[config.mk]
export PLATFORM = sky130hd
export DESIGN_NAME = lsu_ctrl_rv32i_flat
export DESIGN_NICKNAME = d
export VERILOG_FILES = /design/src/rtl/rv32i_pkg.sv /design/src/rtl/lsu_ctrl_rv32i_if.sv /design/src/rtl/lsu_lane_align.sv /design/src/rtl/lsu_ctrl_rv32i.sv /design/src/flat_wrapper.sv
export SDC_FILE = /design/constraint.sdc
export NUM_CORES = 1
export LEC_CHECK = 0
export CAP_MARGIN = 5
export CORE_MARGIN = 4
export CORE_UTILIZATION = 46
export CTS_CLUSTER_DIAMETER = 40
export DETAILED_ROUTE_END_ITERATION = 7
export PLACE_DENSITY = 0.94
export SYNTH_ARGS = -nofsm -noshare
export SYNTH_HDL_FRONTEND = slang
export SYNTH_SLANG_ARGS = --single-unit
[constraint.sdc]
create_clock -name clk -period 2.9 [get_ports clk]
set_input_delay 0.725 -clock clk [delete_from_list [all_inputs] [get_ports clk]]
set_output_delay 0.725 -clock clk [all_outputs]
set_load 0.05 [all_outputs]
[src/rtl/rv32i_pkg.sv]
// Shared RV32I load/store definitions: funct3 encodings, the LSU FSM state type
// and small helpers that turn an access type into size, lane, byte enables and write data.
package rv32i_pkg;

  localparam logic [2:0] F3_LB  = 3'b000;
  localparam logic [2:0] F3_LH  = 3'b001;
  localparam logic [2:0] F3_LW  = 3'b010;
  localparam logic [2:0] F3_LBU = 3'b100;
  localparam logic [2:0] F3_LHU = 3'b101;

  localparam logic [1:0] F3_SB  = 2'b00;
  localparam logic [1:0] F3_SH  = 2'b01;
  localparam logic [1:0] F3_SW  = 2'b10;

  typedef enum logic [1:0] {
    ST_IDLE   = 2'd0,
    ST_ACCESS = 2'd1,
    ST_DONE   = 2'd2
  } lsu_state_t;

  typedef enum logic [1:0] {
    SZ_BYTE = 2'd0,
    SZ_HALF = 2'd1,
    SZ_WORD = 2'd2
  } acc_size_t;

  // Reserved load encodings (011, 110, 111) fall through to a full word.
  function automatic acc_size_t load_size(input logic [2:0] f3);
    case (f3)
      F3_LB, F3_LBU: load_size = SZ_BYTE;
      F3_LH, F3_LHU: load_size = SZ_HALF;
      default:       load_size = SZ_WORD;
    endcase
  endfunction

  function automatic acc_size_t store_size(input logic [1:0] f3);
    case (f3)
      F3_SB:   store_size = SZ_BYTE;
      F3_SH:   store_size = SZ_HALF;
      F3_SW:   store_size = SZ_WORD;
      default: store_size = SZ_WORD;
    endcase
  endfunction

  function automatic logic [1:0] natural_lane(input acc_size_t sz, input logic [1:0] lo);
    case (sz)
      SZ_BYTE: natural_lane = lo;
      SZ_HALF: natural_lane = {lo[1], 1'b0};
      default: natural_lane = 2'b00;
    endcase
  endfunction

  function automatic logic is_misaligned(input acc_size_t sz, input logic [1:0] lo);
    is_misaligned = (natural_lane(sz, lo) != lo);
  endfunction

  function automatic logic [3:0] store_be(input acc_size_t sz, input logic [1:0] lane);
    case (sz)
      SZ_BYTE: store_be = 4'b0001 << lane;
      SZ_HALF: store_be = 4'b0011 << lane;
      default: store_be = 4'b1111;
    endcase
  endfunction

  // Replicating the datum across the word lets memory pick it up with mem_be alone.
  function automatic logic [31:0] store_data(input acc_size_t sz, input logic [31:0] d);
    case (sz)
      SZ_BYTE: store_data = {4{d[7:0]}};
      SZ_HALF: store_data = {2{d[15:0]}};
      default: store_data = d;
    endcase
  endfunction

endpackage

[src/rtl/lsu_ctrl_rv32i_if.sv]
// Data-memory request bus between the LSU (master) and data memory (slave).
// Handshake: master raises mem_req with mem_we/mem_addr/mem_be/mem_wdata and holds them
// stable until it samples mem_ack=1 on a rising edge; mem_rdata is valid in that ack cycle.
interface lsu_ctrl_rv32i_if;
  logic        mem_req;
  logic        mem_we;
  logic [31:0] mem_addr;
  logic [3:0]  mem_be;
  logic [31:0] mem_wdata;
  logic        mem_ack;
  logic [31:0] mem_rdata;

  modport master (
    output mem_req,
    output mem_we,
    output mem_addr,
    output mem_be,
    output mem_wdata,
    input  mem_ack,
    input  mem_rdata
  );

  modport slave (
    input  mem_req,
    input  mem_we,
    input  mem_addr,
    input  mem_be,
    input  mem_wdata,
    output mem_ack,
    output mem_rdata
  );
endinterface

[src/rtl/lsu_lane_align.sv]
// Load-data alignment: picks the addressed byte/halfword lane of the read word
// and sign- or zero-extends it according to the load funct3.
module lsu_lane_align
  import rv32i_pkg::*;
(
  input  logic [31:0] i_rdata,
  input  logic [1:0]  i_lane,
  input  logic [2:0]  i_funct3,
  output logic [31:0] o_data
);

  logic [7:0]  w_byte;
  logic [15:0] w_half;

  // Halfword lanes are always 0 or 2 here, so only lane[1] selects the half.
  assign w_byte = 8'(i_rdata >> {i_lane, 3'b000});
  assign w_half = 16'(i_rdata >> {i_lane[1], 4'b0000});

  always_comb begin
    o_data = i_rdata;
    case (i_funct3)
      F3_LB:   o_data = {{24{w_byte[7]}}, w_byte};
      F3_LBU:  o_data = {24'h0, w_byte};
      F3_LH:   o_data = {{16{w_half[15]}}, w_half};
      F3_LHU:  o_data = {16'h0, w_half};
      F3_LW:   o_data = i_rdata;
      default: o_data = i_rdata;
    endcase
  end

endmodule

[src/rtl/lsu_ctrl_rv32i.sv]
// RV32I load/store controller: sequences one data-memory access per instruction (IDLE -> ACCESS -> DONE).
// Optional build macro LSU_MISALIGN_TRAP_EN: misaligned accesses abort with ls_err instead of being aligned down.
module lsu_ctrl_rv32i
  import rv32i_pkg::*;
#(
  parameter int TIMEOUT_CYC = 255
) (
  input  logic                    clk,
  input  logic                    rst,
  input  logic                    ls_load,
  input  logic                    ls_store,
  input  logic [2:0]              ls_loadtype,
  input  logic [1:0]              ls_storetype,
  input  logic [31:0]             ls_addr,
  input  logic [31:0]             ls_wdata,
  lsu_ctrl_rv32i_if.master        mem,
  output logic                    ls_stall,
  output logic [31:0]             ls_rdata,
  output logic                    ls_done,
  output logic                    ls_err,
  output lsu_state_t              o_dbg_state
);

  localparam logic [7:0] TO_LAST = 8'(TIMEOUT_CYC - 1);

  lsu_state_t  r_state;
  lsu_state_t  w_next;

  logic        w_req;
  acc_size_t   w_size;
  logic [1:0]  w_lane;
  logic        w_trap;
  logic        w_timeout;
  logic [31:0] w_load_data;

  logic [29:0] r_addr_word;
  logic        r_we;
  logic [3:0]  r_be;
  logic [31:0] r_wdata;
  logic [2:0]  r_ltype;
  logic [1:0]  r_lane;
  logic [7:0]  r_cnt;
  logic [31:0] r_rdata;
  logic        r_err;

  // A store wins when both decode strobes are present.
  assign w_req  = ls_load | ls_store;
  assign w_size = ls_store ? store_size(ls_storetype) : load_size(ls_loadtype);
  assign w_lane = natural_lane(w_size, ls_addr[1:0]);

`ifdef LSU_MISALIGN_TRAP_EN
  assign w_trap = is_misaligned(w_size, ls_addr[1:0]);
`else
  assign w_trap = 1'b0;
`endif

  // r_cnt counts completed ACCESS cycles without ack; the last allowed cycle aborts.
  assign w_timeout = (r_cnt == TO_LAST);

  always_ff @(posedge clk) begin
    if (rst) begin
      r_state <= ST_IDLE;
    end else begin
      r_state <= w_next;
    end
  end

  always_comb begin
    w_next   = r_state;
    ls_stall = 1'b0;
    case (r_state)
      ST_IDLE: begin
        ls_stall = w_req;
        if (w_req) begin
          w_next = w_trap ? ST_DONE : ST_ACCESS;
        end
      end
      ST_ACCESS: begin
        ls_stall = 1'b1;
        if (mem.mem_ack || w_timeout) begin
          w_next = ST_DONE;
        end
      end
      ST_DONE: begin
        w_next = ST_IDLE;
      end
      default: begin
        w_next = ST_IDLE;
      end
    endcase
  end

  always_ff @(posedge clk) begin
    if (rst) begin
      r_addr_word <= 30'h0;
      r_we        <= 1'b0;
      r_be        <= 4'h0;
      r_wdata     <= 32'h0;
      r_ltype     <= 3'h0;
      r_lane      <= 2'h0;
      r_cnt       <= 8'h0;
      r_rdata     <= 32'h0;
      r_err       <= 1'b0;
    end else begin
      case (r_state)
        ST_IDLE: begin
          if (w_req) begin
            r_addr_word <= ls_addr[31:2];
            r_we        <= ls_store;
            r_be        <= ls_store ? store_be(w_size, w_lane) : 4'hF;
            r_wdata     <= ls_store ? store_data(w_size, ls_wdata) : 32'h0;
            r_ltype     <= ls_loadtype;
            r_lane      <= w_lane;
            r_cnt       <= 8'h0;
            r_err       <= w_trap;
          end
        end
        ST_ACCESS: begin
          if (mem.mem_ack) begin
            r_err <= 1'b0;
            if (!r_we) begin
              r_rdata <= w_load_data;
            end
          end else if (w_timeout) begin
            r_err   <= 1'b1;
            r_rdata <= 32'h0;
          end else begin
            r_cnt <= r_cnt + 8'd1;
          end
        end
        default: begin
        end
      endcase
    end
  end

  lsu_lane_align u_align (
    .i_rdata  (mem.mem_rdata),
    .i_lane   (r_lane),
    .i_funct3 (r_ltype),
    .o_data   (w_load_data)
  );

  assign mem.mem_req   = (r_state == ST_ACCESS);
  assign mem.mem_we    = r_we;
  assign mem.mem_addr  = {r_addr_word, 2'b00};
  assign mem.mem_be    = r_be;
  assign mem.mem_wdata = r_wdata;

  assign ls_done     = (r_state == ST_DONE);
  assign ls_err      = ls_done & r_err;
  assign ls_rdata    = r_rdata;
  assign o_dbg_state = r_state;

endmodule

[src/flat_wrapper.sv]
// flat-port wrapper written by rule: the top's interface ports become plain ports
module lsu_ctrl_rv32i_flat import rv32i_pkg::*;
#(
  parameter int TIMEOUT_CYC = 255
)
  (clk, rst, ls_load, ls_store, ls_loadtype, ls_storetype, ls_addr, ls_wdata, ls_stall, ls_rdata, ls_done, ls_err, o_dbg_state, mem_mem_req, mem_mem_we, mem_mem_addr, mem_mem_be, mem_mem_wdata, mem_mem_ack, mem_mem_rdata);
  lsu_ctrl_rv32i_if mem_i ();
  input  logic clk;
  input  logic rst;
  input  logic ls_load;
  input  logic ls_store;
  input  logic [2:0] ls_loadtype;
  input  logic [1:0] ls_storetype;
  input  logic [31:0] ls_addr;
  input  logic [31:0] ls_wdata;
  output logic ls_stall;
  output logic [31:0] ls_rdata;
  output logic ls_done;
  output logic ls_err;
  output lsu_state_t o_dbg_state;
  output wire logic [$bits(mem_i.mem_req)-1:0] mem_mem_req;
  output wire logic [$bits(mem_i.mem_we)-1:0] mem_mem_we;
  output wire logic [$bits(mem_i.mem_addr)-1:0] mem_mem_addr;
  output wire logic [$bits(mem_i.mem_be)-1:0] mem_mem_be;
  output wire logic [$bits(mem_i.mem_wdata)-1:0] mem_mem_wdata;
  input wire logic [$bits(mem_i.mem_ack)-1:0] mem_mem_ack;
  input wire logic [$bits(mem_i.mem_rdata)-1:0] mem_mem_rdata;
  assign mem_mem_req = mem_i.mem_req;
  assign mem_mem_we = mem_i.mem_we;
  assign mem_mem_addr = mem_i.mem_addr;
  assign mem_mem_be = mem_i.mem_be;
  assign mem_mem_wdata = mem_i.mem_wdata;
  assign mem_i.mem_ack = mem_mem_ack;
  assign mem_i.mem_rdata = mem_mem_rdata;
  lsu_ctrl_rv32i #(.TIMEOUT_CYC(TIMEOUT_CYC)) u_core (.clk(clk), .rst(rst), .ls_load(ls_load), .ls_store(ls_store), .ls_loadtype(ls_loadtype), .ls_storetype(ls_storetype), .ls_addr(ls_addr), .ls_wdata(ls_wdata), .mem(mem_i), .ls_stall(ls_stall), .ls_rdata(ls_rdata), .ls_done(ls_done), .ls_err(ls_err), .o_dbg_state(o_dbg_state));
endmodule
-- Word-level counts from Yosys, hierarchy flattened
Cells that the tools add are included.
- output and inout port bits: 107
- logic and storage cells: 73
- register bits after elaboration: 115
- memory bits (read-only): 0
- bits of input ports: 106
- RAM bits: 0
- memories: 0
- latch bits: 0
- equality and inequality tests: 17
- mux-type cells: 24
- reductions and logical operators: 15
- bitwise logic cells: 2
- div/mod/pow operators: 0
- shift-type cells: 4
- $add $sub $neg: 1
- $lt $le $gt $ge: 0
- $mul: 0
- operator list (cell ; number):
    $mux 32 ; 4
    $pmux 32 s4 ; 1
    $pmux 32 s2 ; 1
    $shr 32x5->16 ; 1
    $shr 32x5->8 ; 1
    $mux 8 ; 3
    $pmux 2 s2 ; 4
    $pmux 8 s2 ; 1
    $eq 3x3->1 const B ; 4
    $add 8x1->8 const B ; 1
    $eq 8x8->1 const B ; 1
    $pmux 4 s2 ; 1
    $eq 2x1->1 const B ; 3
    $eq 3x1->1 const B ; 2
    $logic_not 2->1 ; 3
    $logic_not 3->1 ; 2
    $mux 2 ; 3
    $ne 2x2->1 const B ; 3
    $reduce_and 3->1 ; 2
    $mux 4 ; 1
    $ne 2x1->1 const B ; 2
    $pmux 1 s2 ; 2
    $reduce_and 2->1 ; 2
    $reduce_and 4->1 ; 1
    10 further kinds ; 14

-- Depth between registers and ports, before layout
Gate-level depths: netlist of the first run.
- depth after elaboration: 9
- mapped depth: 7
- gate-level depth less buffers: 6

-- Modules after synthesis
From an unflattened synthesis of the first run, not the netlist that was laid out.
- cell total of the unflattened synthesis: 727
- area, all modules: 5985.7 sq um
- modules (own cells, without submodules) (module ; area an instance (sq um) ; seq. area each (sq um) ; cells each ; times used):
    lsu_ctrl_rv32i ; 5357.6 ; 2302.2 ; 618 ; 1
    lsu_lane_align ; 628.1 ; 0.0 ; 109 ; 1

-- Least setup slack after synthesis of the first run
Ideal clock, no wire load.
- kind: register to output
- start: register u_core.r_state[1], in the netlist u_core.o_dbg_state[1]
- end: output ls_err
- slack: 0.041 ns
- arrival: 2.134 ns
- stages on the path, launching flop included: 3
- cells stage by stage: dfxtp_1 -> nor2b_1 -> and2_1
- longest elaborated chain between the ends: 2
- RTL lines (what ; RTL line ; text):
    start: declaration ; lsu_ctrl_rv32i.sv:26 ; lsu_state_t r_state;
    start signal: assignment ; lsu_ctrl_rv32i.sv:64 ; r_state <= w_next;
    $eq 2x2->1 ; lsu_ctrl_rv32i.sv:150 ; assign ls_done = (r_state == ST_DONE);
    named net ls_done ; flat_wrapper.sv:18 ; output logic ls_done;
    $and 1x1->1 ; lsu_ctrl_rv32i.sv:151 ; assign ls_err = ls_done & r_err;
    end: declaration ; flat_wrapper.sv:19 ; output logic ls_err;
The timed path passes the listed nets, and every way through them passes these cells.

-- Final worst setup path of the first run
- start: register u_core.r_state[1], in the netlist u_core.o_dbg_state[1]
- end: output ls_done
- longest elaborated chain between the ends: 1
- RTL lines (what ; RTL line):
    $eq 2x2->1 ; lsu_ctrl_rv32i.sv:150
    end: declaration ; flat_wrapper.sv:18
No other way between the ends.

==> flow_summary.rst, run 1 <==
.. list-table::
   :header-rows: 1

   * - Metric
     - Value
   * - Status
     - complete, no violations
   * - Required @ worst endpoint
     - 2.17 ns
   * - Average footprint of a synthesized cell
     - 9.08 sq um
   * - Final HPWL DP
     - 12.4 mm
   * - Synth-to-Final Area Change
     - 55.4%
   * - Ant. Diodes
     - 0
   * - Nature of the critical path endpoint
     - primary output
   * - Post-detailed-route count of antenna-violating nets
     - 0
   * - H-Tree Depth
     - 4
   * - Site Rows
     - 37
   * - Yosys top cell by area
     - dfxtp_1
   * - Final period util
     - 95.1%
   * - Library cell with the highest instance count after synthesis
     - dfxtp_1
   * - Post-synthesis sequential area ratio
     - 46.9%
   * - Number of distinct standard cells referenced by the synthesized netlist
     - 61
   * - Maximum vdd drop
     - 0.415 mV
   * - Overall Power
     - 0.00501 W
   * - Pin count of the biggest net entering global routing
     - 40
   * - Net count, final
     - 848
   * - Core area
     - 10400 sq um
   * - Via count of the first global-routing pass
     - 5152
   * - Critical Path Fanout Max
     - 8
   * - # port buffers
     - 210
   * - Die outline width
     - 111 um
   * - MaxCap Viol Count
     - 0
   * - Leading cell types by count after synthesis
     - dfxtp_1 (115), nand2_1 (101), a21oi_1 (47), o21ai_0 (32), mux2i_1 (19)
   * - Final wirelength
     - 16.5 mm
   * - Cell family contributing the most delay on the critical path
     - buffers and inverters
   * - Placed cells
     - 857
   * - Clock-pin slew of the registers on the worst-case setup and hold paths
     - 0.06 ns
   * - Setup TNS Final
     - 0 ns
   * - Post-DR wirelength/cell
     - 18.5 um
   * - Classification of the worst-slack hold path
     - flop to flop
   * - IO Pins
     - 213
   * - Number of synthesized flops with an enable pin
     - 0
   * - Number of search-and-repair iterations in the first detailed-routing pass
     - 6
   * - TritonCTS Sinks
     - 115
   * - Insertion delay of the later-clocked pin in the worst-skew pair
     - 0.50 ns
   * - Gr usage total
     - 26.2%
   * - Number of endpoints failing setup at the final stage
     - 0
   * - Top-area cell type share of the netlist area
     - 46.9%
   * - Die Span Y
     - 111 um
   * - RSZ-0062 raised after global routing
     - no
   * - Clk buf depth
     - 2
   * - TritonCTS clock tree
     - built
   * - Number of cells in the finished layout apart from fillers
     - 889
   * - Total of warnings raised by yosys
     - 0
   * - Power per cell area
     - 656 nW/um^2
   * - Startpoint type of the worst setup path
     - flop
   * - Post-synthesis instance area
     - 4910 sq um
   * - Transition time at the pin with the least slew margin
     - 0.829 ns
   * - Fraction of final layout cells sized beyond drive strength 1
     - 7.70%
   * - Share of flip-flops with an asynchronous set or reset after synthesis
     - 0%
   * - Setup clock skew after layout
     - 0.00970 ns
   * - Number of violations reported at the end of detailed-routing iteration 0
     - 374
   * - Crit Path Category
     - flop to primary output
   * - Final Max Tran Viols
     - 0
   * - Headroom to the max-slew limit
     - 44.7%
   * - Number of vias per cell
     - 5.73
   * - Die area
     - 12400 sq um
   * - Via count of the routed design
     - 5095
   * - Worst Path Arrival
     - 2.03 ns
   * - Leakage component of the power
     - 2.90 nW
   * - Met2 usage in global routing
     - 45.5%
   * - Worst setup slack after layout
     - 0.141 ns
   * - Placement-stage worst setup slack
     - 0.108 ns
   * - Number of buffers created by CTS
     - 17
   * - Initial standard-cell utilization of the core
     - 47.3%
   * - GR Layer Usage met1
     - 28.3%
   * - Crit path buf inv count
     - 1
   * - Placer congestion estimate
     - 0.853
   * - Slowest cell on the critical path
     - clkdlybuf4s50_1
   * - Overflow after GRT
     - 0
   * - Chain of cells forming the critical path
     - nor2b_1, clkdlybuf4s50_1
   * - Antenna violations before repair
     - 0
   * - Top Usage Layer GRT
     - met2
   * - Critical Path Max Stage Delay
     - 0.82 ns
   * - Residual DRC count
     - 0
   * - Post-layout utilization of the core
     - 73.6%
   * - Synthesized flop and latch total
     - 115
   * - Cells taking the most area after synthesis
     - dfxtp_1 (47%), nand2_1 (7.7%), a21oi_1 (4.8%)
   * - Max Freq
     - 0.363 GHz
   * - M3 GR Usage
     - 10.3%
   * - Count of final hold-check violations
     - 0
   * - Wire length of the first global-routing pass
     - 26.5 mm
   * - Time the final worst path needs with I/O delays and setup
     - 2.76 ns
   * - Leading register cell type out of synthesis
     - dfxtp_1
   * - Synthesized instance count
     - 541
   * - Library cell used as clock root buffer
     - clkbuf_8
==> final cells by class <==
| type | count | area (sq um) |
|---|---|---|
| Inverter | 6 | 22.5 |
| Clock inverter | 13 | 150 |
| Clock buffer | 19 | 432 |
| Tap cell | 136 | 170 |
| Sequential cell | 115 | 2300 |
| Fill cell | 732 | 2740 |
| Timing Repair Buffer | 219 | 2170 |
| Multi-Input combinational cell | 381 | 2380 |
==> cells by family (layout without fill, tap and decap cells) <==
group	after synthesis	after routing	synth area share, %
flops	115	115	46.9
buf+inv	46	257	4.71
simple gates	178	178	17.4
xor+xnor	2	2	0.357
fa+ha+maj	2	2	0.510
other cells	1	2	0.0764
mux	21	21	4.61
compound gates	176	176	25.5
==> worst reg2reg max path: stages, from the launching register on <==
cell and delay, ns:
dfxtp_1 0.77, nand2b_1 0.47, a21oi_1 0.25, o21ai_0 0.20
o2bb2ai_1 0.09
==> stage by stage <==
step	area, sq um	hold slack (ns)
after floorplan	4910	0.443
after global placement	7050	0.437
after detailed placement	7050	0.446
after CTS	7630	0.456
after global routing	7630	0.478
final	7630	0.455
==> timing repair <==
item	CTS	global route
buffers inserted	0	0
endpoints found under the setup margin	1	0
hold buffers	0	0
resized for setup	1	0
==> cells in the final DEF, fill, tap and decap left out, drive strengths merged, types with 9 or more instances in the layout <==
| cell | instances |
|---|---|
| a21oi | 49 |
| nor3 | 10 |
| clkbuf | 19 |
| a22o | 16 |
| o221ai | 9 |
| buf | 11 |
| o21ai | 34 |
| nand2 | 101 |
| clkdlybuf4s50 | 207 |
| mux2i | 20 |
| a221o | 16 |
| dfxtp | 115 |
| nor2 | 20 |
==> state kept, by name, summed over array words and instances, names as in the netlist <==
name and count:
u_core.mem.mem_be 4, u_core.r_err 1, u_core.r_cnt 8, u_core.r_lane 2
u_core.mem.mem_we 1, u_core.o_dbg_state 2, u_core.r_addr_word 30, u_core.mem.mem_wdata 32
u_core.ls_rdata 32, u_core.r_ltype 3
==> where the power goes <==
part | internal (W) | leakage, nW | switching, W | total (W)
Combinational | 0.000454 | 1.69 | 0.000742 | 0.00120
Clock | 0.00126 | 0.268 | 0.000776 | 0.00203
Sequential | 0.00170 | 0.941 | 0.0000816 | 0.00178
Total | 0.00341 | 2.90 | 0.00160 | 0.00501
==> worst paths after layout <==
check / start / endpoint / slack (ns) / cells after the start
hold / removal: u_core.r_addr_word[18] / u_core.r_addr_word[18] / 0.45 / 2
setup / recovery: u_core.o_dbg_state[1] / ls_done / 0.14 / 2
hold reg to reg: u_core.r_addr_word[18] / u_core.r_addr_word[18] / 0.45 / 2
setup reg to reg: u_core.r_ltype[0] / u_core.ls_rdata[6] / 1.00 / 4
==> metal layers <==
metal  wire [um]  share of wire, %
met5           0                 0
met4         534               3.2
met3        1720                10
met2        8130                49
met1        6070                37
Power figures use the tool's default switching activity.
==> inputs of run 2 (changes only) <==
CORE_UTILIZATION = 49   (was 46)
SYNTH_HIERARCHICAL = 1   (was default)
==> run 2 against run 1 <==
- synthesized cell count is 34% higher
- setup slack better by 0.068 ns
- clock power is 16% higher
- first-iteration DRC count grew to 2.8 times the previous value
- via count is 32% higher
- register-to-register slack worse by 0.37 ns
- combinational power is 23% higher
- synthesized area is 22% higher
- hold slack better by 0.0063 ns
- design area is 16% higher
- clock skew is 0.0017 ns lower
- largest cell class unchanged
- highest routed layer unchanged
==> flow_summary.rst, run 2 <==
.. list-table::
   :header-rows: 1

   * - Metric
     - Value
   * - Time the final worst path needs with I/O delays and setup
     - 2.69 ns
   * - Number of distinct standard cells referenced by the synthesized netlist
     - 68
   * - Core area
     - 12000 sq um
   * - Number of cells in the finished layout apart from fillers
     - 1076
   * - Quantity of hold-fixing buffers added after cts
     - 0
   * - Top-area cell type share of the netlist area
     - 38.5%
   * - Wire length of the first global-routing pass
     - 34.6 mm
   * - Leading cell types by count after synthesis
     - dfxtp_1 (115), nand2_1 (84), o21ai_0 (81), clkbuf_1 (52), a21oi_1 (50)
   * - Average footprint of a synthesized cell
     - 8.23 sq um
   * - Post-detailed-route count of antenna-violating nets
     - 0
   * - Initial standard-cell utilization of the core
     - 50.0%
   * - Transition time at the pin with the least slew margin
     - 1.26 ns
   * - Number of buffers created by CTS
     - 17
   * - Insertion delay of the later-clocked pin in the worst-skew pair
     - 0.43 ns
   * - Top library cells by usage in the layout, fill and taps aside
     - clkdlybuf4s50_1 (206), dfxtp_1 (115), nand2_1 (84), o21ai_0 (81), a21oi_1 (50)
   * - Chain of cells forming the critical path
     - clkdlybuf4s50_1, nor3_1, nor2_1, buf_12
   * - Synthesized flop and latch total
     - 115
   * - Classification of the worst-slack hold path
     - flop to flop
   * - RSZ-0062 raised after global routing
     - no
   * - Via count of the first global-routing pass
     - 6604
   * - Total of warnings raised by yosys
     - 6
   * - Setup TNS Final
     - 0 ns
   * - Required @ worst endpoint
     - 2.17 ns
   * - Die Span Y
     - 119 um
   * - Most common cell after layout, fill and taps aside
     - clkdlybuf4s50_1
   * - Number of endpoints failing setup at the final stage
     - 0
   * - Final wirelength
     - 21.8 mm
   * - Number of synthesized flops with an enable pin
     - 0
   * - Post-synthesis instance area
     - 5990 sq um
   * - Headroom to the max-slew limit
     - 15.4%
   * - Number of vias per cell
     - 6.24
   * - Library cell used as clock root buffer
     - clkbuf_16
   * - Max Freq
     - 0.372 GHz
   * - Nature of the critical path endpoint
     - primary output
   * - Crit Path Category
     - primary input to primary output
   * - Ant. Diodes
     - 0
   * - Overflow after GRT
     - 0
   * - Number of violations reported at the end of detailed-routing iteration 0
     - 1031
   * - Fillcell total
     - 797
   * - Yosys top cell by area
     - dfxtp_1
   * - Share of flip-flops with an asynchronous set or reset after synthesis
     - 0%
   * - Post-synthesis sequential area ratio
     - 38.5%
   * - Final Max Tran Viols
     - 0
   * - Placed cells
     - 1044
   * - Maximum vdd drop
     - 0.593 mV
   * - IO Pins
     - 213
   * - Placer congestion estimate
     - 0.929
   * - Clock-pin slew of the registers on the worst-case setup and hold paths
     - 0.05 ns
   * - Number of search-and-repair iterations in the first detailed-routing pass
     - 6
   * - Final period util
     - 92.8%
   * - Library cell with the highest instance count after synthesis
     - dfxtp_1
   * - # port buffers
     - 210
   * - Slowest cell on the critical path
     - clkdlybuf4s50_1
   * - Gr usage total
     - 30.4%
   * - # resized after CTS
     - 0
   * - Site Rows
     - 40
   * - Worst setup slack after layout
     - 0.210 ns
   * - H-Tree Depth
     - 4
   * - Startpoint type of the worst setup path
     - primary input
   * - Power per cell area
     - 633 nW/um^2
   * - Residual DRC count
     - 0
   * - Setup clock skew after layout
     - 0.00804 ns
   * - Synthesized instance count
     - 727
   * - Cells taking the most area after synthesis
     - dfxtp_1 (38%), o21ai_0 (6.8%), nand2_1 (5.3%)
   * - Leakage component of the power
     - 3.19 nW
   * - Die outline width
     - 119 um
   * - Count of final hold-check violations
     - 0
   * - Post-DR wirelength/cell
     - 20.3 um
   * - TritonCTS clock tree
     - built
   * - Final HPWL DP
     - 14.6 mm
   * - TritonCTS Sinks
     - 115
   * - Critical Path Max Stage Delay
     - 0.54 ns
   * - MaxCap Viol Count
     - 0
   * - Post-CTS setup buffers
     - 0
   * - Status
     - complete, no violations
   * - Fraction of final layout cells sized beyond drive strength 1
     - 10.3%
   * - Clk buf depth
     - 2
   * - Synth-to-Final Area Change
     - 48.2%
   * - Placement-stage worst setup slack
     - 0.147 ns
   * - Leading register cell type out of synthesis
     - dfxtp_1
   * - Pin count of the biggest net entering global routing
     - 49
   * - Worst Path Arrival
     - 1.97 ns
   * - Net count, final
     - 1024
   * - Via count of the routed design
     - 6714
   * - Antenna violations before repair
     - 0
   * - Critical Path Fanout Max
     - 6
   * - Die area
     - 14000 sq um
[run 2: where the power goes]
part	internal (W)	total, W	switching (W)
Sequential	0.00171	0.00179	0.0000780
Combinational	0.000549	0.00148	0.000927
Clock	0.00157	0.00236	0.000790
Total	0.00382	0.00562	0.00179
[run 2: logic make-up after synthesis]
logic type,after synthesis,share of synthesized area (%)
AND/OR/NAND/NOR,239,21.6
AO/OA/AOI/OAI,250,27.8
flip-flops,115,38.5
multiplexers,24,4.56
adder cells (fa/ha/maj),2,0.418
buffers and inverters,96,7.13
other,1,0.0626
[run 2: per-layer routing]
layer	vias to the layer above	track usage, %	share of wire (%)
met2	413	48.5	48
met4	0	16.4	5.0
met1	3160	35.8	38
met5	-	0	0
met3	91	10.6	9.4
li1	3050	-	-
[run 2: worst paths after layout]
check / start / endpoint / slack (ns) / depth (start not counted)
worst max-delay path: ls_store / ls_stall / 0.21 / 4
worst min register to register: u_core/mem.mem_wdata[18] / u_core/mem.mem_wdata[18] / 0.46 / 1
worst max register to register: u_core/r_ltype[0] / u_core/ls_rdata[4] / 0.63 / 7
worst min-delay path: u_core/mem.mem_wdata[18] / u_core/mem.mem_wdata[18] / 0.46 / 1
[run 2: area by class of cell]
class                   count  area (sq um)  share of cell area (%)
multi-input cells         517          3290                    37.1
repair buffers            243          2350                    26.5
flip-flops and latches    115          2300                    26.0
clock buffers              19           453                    5.11
clock inverters            13           205                    2.31
well taps                 147           184                    2.07
inverters                  22          82.6                   0.931
[run 2: through the flow]
stage / total power, W / cell area (sq um) / utilization, % / hold WS, ns
final: 0.00562 / 8870 / 74.1 / 0.461
after global routing: 0.00579 / 8870 / 74.1 / 0.472
after CTS: 0.00561 / 8870 / 74.1 / 0.464
after detailed placement: 0.00326 / 8210 / 68.6 / 0.446
after global placement: 0.00323 / 8210 / 68.6 / 0.446
after floorplan: 0.00270 / 5990 / - / 0.464
[run 2: critical path, delay by kind of cell]
| family | cells | cell delay [ns] |
|---|---|---|
| buffers and inverters | 2 | 0.72 |
| AND/OR/NAND/NOR | 2 | 0.51 |
